[config.mk]
export PLATFORM = sky130hd
export DESIGN_NAME = window_sequencer_flat
export DESIGN_NICKNAME = d
export VERILOG_FILES = /design/src/rtl/window_sequencer_if.sv /design/src/rtl/window_sequencer.sv /design/src/flat_wrapper.sv
export SDC_FILE = /design/constraint.sdc
export NUM_CORES = 1
export LEC_CHECK = 0
export ABC_AREA = 1
export CORE_ASPECT_RATIO = 1.2
export CORE_MARGIN = 5
export CORE_UTILIZATION = 50
export DETAILED_ROUTE_END_ITERATION = 16
export PLACE_DENSITY = 0.73
export SYNTH_ARGS = -nofsm -noshare
export SYNTH_HDL_FRONTEND = slang
export SYNTH_SLANG_ARGS = --single-unit
[constraint.sdc]
create_clock -name clk -period 2.3 [get_ports clk]
set_input_delay 0.46 -clock clk [delete_from_list [all_inputs] [get_ports clk]]
set_output_delay 0.46 -clock clk [all_outputs]
set_load 0.005 [all_outputs]
[src/rtl/window_sequencer_if.sv]
// Pixel-in / window-out signal bundle for the 3x3 window sequencer.
// The slave modport is the sequencer side; the master modport is the pixel source / window consumer.
interface window_sequencer_if #(
  parameter int CW = 10,
  parameter int RW = 9
);
  logic          sof;
  logic          pix_valid;
  logic          in_ready;
  logic          lb_shift;
  logic          win_valid;
  logic [CW-1:0] out_col;
  logic [RW-1:0] out_row;
  logic [3:0]    border;
  logic          frame_done;
  logic          timeout_err;
  logic          busy;

  modport master (
    output sof, pix_valid,
    input  in_ready, lb_shift, win_valid, out_col, out_row, border,
           frame_done, timeout_err, busy
  );

  modport slave (
    input  sof, pix_valid,
    output in_ready, lb_shift, win_valid, out_col, out_row, border,
           frame_done, timeout_err, busy
  );
endinterface

[src/rtl/window_sequencer.sv]
// Raster sequencer for the 3x3 line-buffer window: tracks the input index, emits windows
// lagging one line plus one pixel, flushes the tail at end of frame, and aborts on a stalled source.
module window_sequencer #(
  parameter int IMG_W   = 640,
  parameter int IMG_H   = 480,
  parameter int TIMEOUT = 65535,
  parameter int CW      = $clog2(IMG_W),
  parameter int RW      = $clog2(IMG_H)
) (
  input  logic              clk,
  input  logic              rst_n,
  window_sequencer_if.slave bus
);

  localparam int NPIX      = IMG_W * IMG_H;
  localparam int LAST_TICK = NPIX + IMG_W;
  localparam int IW        = $clog2(LAST_TICK + 1);
  localparam int WW        = $clog2(TIMEOUT + 1);

  typedef enum logic [1:0] {IDLE, RUN, FLUSH} state_t;

  state_t        state_q, state_d;
  logic [IW-1:0] idx_q, idx_d;
  logic [WW-1:0] wd_q, wd_d;
  logic [CW-1:0] cen_col_q, cen_col_d, out_col_q, out_col_d;
  logic [RW-1:0] cen_row_q, cen_row_d, out_row_q, out_row_d;
  logic          win_valid_q, win_valid_d;
  logic          frame_done_q, frame_done_d;
  logic          timeout_err_q, timeout_err_d;
  logic          in_ready, accept, tick, lb_shift;

  assign in_ready = (state_q != FLUSH);
  assign accept   = bus.pix_valid & in_ready;

  always_comb begin
    state_d       = state_q;
    idx_d         = idx_q;
    wd_d          = '0;
    cen_col_d     = cen_col_q;
    cen_row_d     = cen_row_q;
    out_col_d     = out_col_q;
    out_row_d     = out_row_q;
    win_valid_d   = 1'b0;
    frame_done_d  = 1'b0;
    timeout_err_d = timeout_err_q;
    tick          = 1'b0;
    lb_shift      = 1'b0;

    // idx_q is the linear index the next accepted pixel (or flush tick) will carry
    case (state_q)
      IDLE: begin
        if (accept && bus.sof) begin
          lb_shift      = 1'b1;
          idx_d         = IW'(1);
          cen_col_d     = '0;
          cen_row_d     = '0;
          timeout_err_d = 1'b0;
          state_d       = RUN;
        end
      end
      RUN: begin
        if (accept) begin
          lb_shift = 1'b1;
          if (bus.sof) begin
            idx_d         = IW'(1);
            cen_col_d     = '0;
            cen_row_d     = '0;
            timeout_err_d = 1'b0;
          end else begin
            tick  = 1'b1;
            idx_d = idx_q + IW'(1);
            if (idx_q == IW'(NPIX - 1)) state_d = FLUSH;
          end
        end else if (wd_q == WW'(TIMEOUT - 1)) begin
          timeout_err_d = 1'b1;
          state_d       = IDLE;
        end else begin
          wd_d = wd_q + WW'(1);
        end
      end
      FLUSH: begin
        lb_shift = 1'b1;
        tick     = 1'b1;
        idx_d    = idx_q + IW'(1);
        if (idx_q == IW'(LAST_TICK)) begin
          frame_done_d = 1'b1;
          state_d      = IDLE;
        end
      end
      default: state_d = IDLE;
    endcase

    // Windows trail the input by one line plus one pixel, so centres simply count up in raster order
    if (tick && idx_q >= IW'(IMG_W + 1)) begin
      win_valid_d = 1'b1;
      out_col_d   = cen_col_q;
      out_row_d   = cen_row_q;
      if (cen_col_q == CW'(IMG_W - 1)) begin
        cen_col_d = '0;
        cen_row_d = (cen_row_q == RW'(IMG_H - 1)) ? '0 : cen_row_q + RW'(1);
      end else begin
        cen_col_d = cen_col_q + CW'(1);
      end
    end
  end

  always_ff @(posedge clk or negedge rst_n) begin
    if (!rst_n) begin
      state_q       <= IDLE;
      idx_q         <= '0;
      wd_q          <= '0;
      cen_col_q     <= '0;
      cen_row_q     <= '0;
      out_col_q     <= '0;
      out_row_q     <= '0;
      win_valid_q   <= 1'b0;
      frame_done_q  <= 1'b0;
      timeout_err_q <= 1'b0;
    end else begin
      state_q       <= state_d;
      idx_q         <= idx_d;
      wd_q          <= wd_d;
      cen_col_q     <= cen_col_d;
      cen_row_q     <= cen_row_d;
      out_col_q     <= out_col_d;
      out_row_q     <= out_row_d;
      win_valid_q   <= win_valid_d;
      frame_done_q  <= frame_done_d;
      timeout_err_q <= timeout_err_d;
    end
  end

  assign bus.in_ready    = in_ready;
  assign bus.lb_shift    = lb_shift;
  assign bus.win_valid   = win_valid_q;
  assign bus.out_col     = out_col_q;
  assign bus.out_row     = out_row_q;
  assign bus.frame_done  = frame_done_q;
  assign bus.timeout_err = timeout_err_q;
  assign bus.border      = win_valid_q ? {out_row_q == RW'(0), out_row_q == RW'(IMG_H - 1),
                                          out_col_q == CW'(0), out_col_q == CW'(IMG_W - 1)} : 4'b0000;
  // Busy also covers the final flush window, which lands the cycle after the state returns to IDLE
  assign bus.busy        = (state_q != IDLE) | win_valid_q;

endmodule

[src/flat_wrapper.sv]
// flat-port wrapper written by rule: the top's interface ports become plain ports
module window_sequencer_flat 
#(
  parameter int IMG_W   = 640,
  parameter int IMG_H   = 480,
  parameter int TIMEOUT = 65535,
  parameter int CW      = $clog2(IMG_W),
  parameter int RW      = $clog2(IMG_H)
)
  (clk, rst_n, bus_sof, bus_pix_valid, bus_in_ready, bus_lb_shift, bus_win_valid, bus_out_col, bus_out_row, bus_border, bus_frame_done, bus_timeout_err, bus_busy);
  window_sequencer_if #(.CW(CW), .RW(RW)) bus_i ();
  input  logic clk;
  input  logic rst_n;
  input wire logic [$bits(bus_i.sof)-1:0] bus_sof;
  input wire logic [$bits(bus_i.pix_valid)-1:0] bus_pix_valid;
  output wire logic [$bits(bus_i.in_ready)-1:0] bus_in_ready;
  output wire logic [$bits(bus_i.lb_shift)-1:0] bus_lb_shift;
  output wire logic [$bits(bus_i.win_valid)-1:0] bus_win_valid;
  output wire logic [$bits(bus_i.out_col)-1:0] bus_out_col;
  output wire logic [$bits(bus_i.out_row)-1:0] bus_out_row;
  output wire logic [$bits(bus_i.border)-1:0] bus_border;
  output wire logic [$bits(bus_i.frame_done)-1:0] bus_frame_done;
  output wire logic [$bits(bus_i.timeout_err)-1:0] bus_timeout_err;
  output wire logic [$bits(bus_i.busy)-1:0] bus_busy;
  assign bus_i.sof = bus_sof;
  assign bus_i.pix_valid = bus_pix_valid;
  assign bus_in_ready = bus_i.in_ready;
  assign bus_lb_shift = bus_i.lb_shift;
  assign bus_win_valid = bus_i.win_valid;
  assign bus_out_col = bus_i.out_col;
  assign bus_out_row = bus_i.out_row;
  assign bus_border = bus_i.border;
  assign bus_frame_done = bus_i.frame_done;
  assign bus_timeout_err = bus_i.timeout_err;
  assign bus_busy = bus_i.busy;
  window_sequencer #(.IMG_W(IMG_W), .IMG_H(IMG_H), .TIMEOUT(TIMEOUT), .CW(CW), .RW(RW)) u_core (.clk(clk), .rst_n(rst_n), .bus(bus_i));
endmodule
==> run_summary.xml <==
<?xml version="1.0" encoding="UTF-8"?>
<metrics>
  <group name="status">
    <metric name="status" unit="">finished clean</metric>
  </group>
  <group name="route">
    <metric name="drt_iter0_drc" unit="">195</metric>
    <metric name="detail_route.drc_violations" unit="">0</metric>
    <metric name="drt-pass1-iter-count" unit="">5</metric>
    <metric name="routed-via-count" unit="">4144</metric>
    <metric name="avgRoutedWirePerCell" unit="um">13.0</metric>
    <metric name="wirelength" unit="um">10300</metric>
    <metric name="vias_per_cell" unit="">5.24</metric>
    <metric name="route.antenna.remaining_nets" unit="">0</metric>
  </group>
  <group name="timing">
    <metric name="period_needed" unit="ns">2.23</metric>
    <metric name="worst-slew-pin-transition" unit="ns">0.388</metric>
    <metric name="finalHoldViolCount" unit="">0</metric>
    <metric name="setup_total_negative_slack" unit="ns">0</metric>
    <metric name="timing.clock.skew" unit="ns">0.00918</metric>
    <metric name="final-setup-viol-count" unit="">0</metric>
    <metric name="final_min_period_over_clock_period" unit="%">96.8</metric>
    <metric name="achievable-frequency" unit="MHz">449</metric>
    <metric name="slew_violations" unit="">0</metric>
    <metric name="rsz0062_at_grt" unit="">no</metric>
    <metric name="max_slew_margin" unit="%">74.1</metric>
  </group>
  <group name="worst_setup_path">
    <metric name="r2r.worst_path.cells" unit="">12</metric>
    <metric name="cp.arrival" unit="ns">1.77</metric>
    <metric name="worst-setup-path-type" unit="">reg2out</metric>
    <metric name="crit_cells" unit="">5</metric>
    <metric name="startpoint_type" unit="">register</metric>
    <metric name="cp-end-kind" unit="">output pin</metric>
    <metric name="timing.critical_path.required" unit="ns">1.84</metric>
    <metric name="cp_slowest_stage_delay" unit="ns">0.44</metric>
    <metric name="crit_path_cell_trace" unit="">inv_2, ha_2, buf_6, nand2_1, clkdlybuf4s50_1</metric>
    <metric name="cp_top_family" unit="">buffers and inverters</metric>
    <metric name="worstPathBufferInverterCount" unit="">3</metric>
    <metric name="cpMaxStageDelayCell" unit="">clkdlybuf4s50_1</metric>
    <metric name="critical_path.max_fanout" unit="">13</metric>
  </group>
  <group name="placement">
    <metric name="port_buffers" unit="">32</metric>
    <metric name="globalplace.congestion" unit="">0.888</metric>
    <metric name="post-dp-hpwl" unit="um">7660</metric>
    <metric name="dpl.cell_count" unit="">775</metric>
  </group>
  <group name="grt">
    <metric name="grt_first_pass_wirelength" unit="um">18400</metric>
    <metric name="largest_net_degree_at_the_start_of_global_routing" unit="">47</metric>
    <metric name="initial_antenna_violation_count" unit="">0</metric>
    <metric name="globalRouteOverflowTotal" unit="">0</metric>
    <metric name="first_global_vias" unit="">4051</metric>
    <metric name="globalRouteTotalUtil" unit="%">19.7</metric>
  </group>
  <group name="finish">
    <metric name="regArea" unit="sq um">1950</metric>
    <metric name="fin_cells" unit="">791</metric>
    <metric name="num-fill-cells" unit="">818</metric>
    <metric name="design.final.nets" unit="">683</metric>
    <metric name="area_of_the_multi_input_gates" unit="sq um">2300</metric>
    <metric name="layout-drive-gt1-share" unit="%">12.5</metric>
    <metric name="flow.area_growth_from_synthesis" unit="%">17.2</metric>
    <metric name="antenna_cells_inserted" unit="">0</metric>
  </group>
  <group name="die">
    <metric name="coreArea" unit="sq um">9030</metric>
    <metric name="design.die.area" unit="sq um">11300</metric>
    <metric name="boundaryPins" unit="">33</metric>
    <metric name="rows" unit="">38</metric>
    <metric name="floorplan.die.height" unit="um">115</metric>
    <metric name="die_width" unit="um">97.8</metric>
    <metric name="initial_core_util" unit="%">51.2</metric>
  </group>
  <group name="cts">
    <metric name="max-clock-path-buffers" unit="">2</metric>
    <metric name="tritoncts_num_sinks" unit="">78</metric>
    <metric name="cts.hold.buffers_added" unit="">0</metric>
    <metric name="clkSlewWorstSetupHoldPaths" unit="ns">0.08</metric>
    <metric name="tritoncts" unit="">done</metric>
    <metric name="htree_levels" unit="">3</metric>
    <metric name="clk_latency" unit="ns">0.36</metric>
    <metric name="numCtsBuffers" unit="">9</metric>
    <metric name="clockRootBuffer" unit="">clkbuf_8</metric>
  </group>
  <group name="logic_synthesis">
    <metric name="synth_seq_area_share" unit="%">42.2</metric>
    <metric name="post_synth_main_area_contributors" unit="">dfrtp_1 (42%), nand2_1 (13%), inv_1 (6.2%), nor2_1 (5.6%), o21ai_0 (4.3%)</metric>
    <metric name="post_synth_inst_count" unit="">614</metric>
    <metric name="ys.warnings.count" unit="">0</metric>
    <metric name="mappedNetlistNets" unit="">630</metric>
    <metric name="synth.cell_area" unit="sq um">4620</metric>
    <metric name="post_synth_num_cell_types" unit="">39</metric>
    <metric name="fraction_of_post_synthesis_cell_area_in_the_top_cell_type_by_area" unit="%">42.2</metric>
    <metric name="avgSynthCellArea" unit="sq um">7.53</metric>
    <metric name="yosys_register_bits" unit="">78</metric>
    <metric name="most_area_hungry_cell_type_in_the_yosys_netlist" unit="">dfrtp_1</metric>
  </group>
  <group name="pwr">
    <metric name="power-per-cell-area" unit="nW/um^2">814</metric>
    <metric name="worst_ir_drop_vdd" unit="V">0.000395</metric>
    <metric name="p_leak" unit="nW">2.54</metric>
  </group>
  <group name="job">
    <metric name="max_cap_violations" unit="">0</metric>
  </group>
  <group name="hold_path">
    <metric name="holdCritPathClass" unit="">in2async</metric>
  </group>
</metrics>
## cells by family after synthesis
kind of cell | Yosys count | synth area share, %
and+or+nand+nor | 325 | 31.6
adders and majority gates | 12 | 3.25
xor gates and xnor gates | 11 | 2.08
buffers and inverters | 93 | 8.68
AOI/OAI and AO/OA | 95 | 12.2
DFF | 78 | 42.2
## layer usage
metal  vias to the layer above  part of all wire, %  GRT usage, %
li1                       2090                    -             -
met1                      1924                   43          23.7
met2                       120                   50          36.0
met3                        10                  5.8          4.31
met4                         0                  1.0          4.89
met5                         -                    0             0
## through the flow
stage / utilization, % / instance area [sq um] / power [mW] / worst slack, ns / hold slack (ns)
floorplan: - / 4620 / 2.65 / 0.571 / 0.164
global placement: 57.3 / 5180 / 3.30 / -0.111 / 0.412
detailed placement: 57.3 / 5180 / 3.34 / -0.116 / 0.408
CTS: 59.8 / 5410 / 4.44 / 0.00521 / 0.0133
global route: 60.0 / 5420 / 4.72 / 0.00502 / 0.0309
finish: 60.0 / 5420 / 4.41 / 0.0737 / 0.0137
## flip-flops by register name, summed over array words and instances (netlist names)
name and flops:
u_core.wd_q 16, u_core.bus.frame_done 1, u_core.bus.win_valid 1, u_core.bus.out_row 9
u_core.state_q 2, u_core.idx_q 19, u_core.bus.out_col 10, u_core.bus.timeout_err 1
u_core.cen_col_q 10, u_core.cen_row_q 9
## cell usage after synthesis
library cell,number
nand3b_1,4
a21oi_1,18
ha_1,12
nand3_1,35
a31oi_1,4
nand2_2,3
buf_2,4
nand2_1,166
nor2_4,3
nor3_1,13
inv_1,76
dfrtp_1,78
clkbuf_1,2
a21oi_2,2
o21ai_0,40
inv_4,1
nand2_4,4
o22ai_1,2
inv_2,4
xor2_1,10
o21ai_2,11
nor3_2,1
buf_6,6
o21bai_1,1
o211ai_1,8
o2111ai_1,1
nor3_4,1
nand4_1,10
a211oi_1,1
nand2_8,1
a41oi_1,1
nor2_1,69
and3_1,2
nor2_2,5
xnor2_1,1
nor4_1,5
o21ai_1,6
and2_1,1
nand3_2,2
## what timing repair did
item	in CTS	in global routing
endpoints found under the setup margin	4	4
gates resized for setup	7	6
buffers inserted	1	0
## power breakdown
part / switching (mW) / internal, mW
registers: 0.114 / 1.48
logic: 1.05 / 0.698
clock network: 0.506 / 0.556
total: 1.67 / 2.74
## cell type report
type | count | share of cell area, %
inverters | 81 | 5.66
multi-input cells | 443 | 42.4
flip-flops and latches | 78 | 36.0
well taps | 120 | 2.77
clock inverters | 3 | 0.808
clock buffers | 12 | 2.86
repair buffers | 54 | 9.47
## placed cells by master (no fill, tap or decap), drive strengths merged, types with 2 or more instances in the layout
cell             n
clkdlybuf4s50   29
dfrtp           78
o22ai            2
nor3            15
clkinv           2
buf             23
dlygate4sd2      2
o21ai           57
nor2            77
nor4             5
nand3b           4
ha              12
nand3           37
xor2            10
nand4           10
inv             81
clkbuf          12
a31oi            4
o211ai           8
nand2          174
and3             2
a21oi           20
## final timing paths
check / from / endpoint / slack (ns)
max: u_core.state_q[1]$_DFFE_PN0P_ / bus_busy / 0.07
min reg2reg: u_core.wd_q[0]$_DFF_PN0_ / u_core.wd_q[0]$_DFF_PN0_ / 0.50
min: rst_n / u_core.bus.out_row[2]$_DFFE_PN0P_ / 0.01
min in group clk: u_core.wd_q[0]$_DFF_PN0_ / u_core.wd_q[0]$_DFF_PN0_ / 0.50
max in group asynchronous: rst_n / u_core.idx_q[7]$_DFFE_PN0P_ / 1.75
max reg2reg: u_core.state_q[0]$_DFFE_PN0P_ / u_core.idx_q[15]$_DFFE_PN0P_ / 0.26
Note: power is estimated with default switching activity, not from simulation.
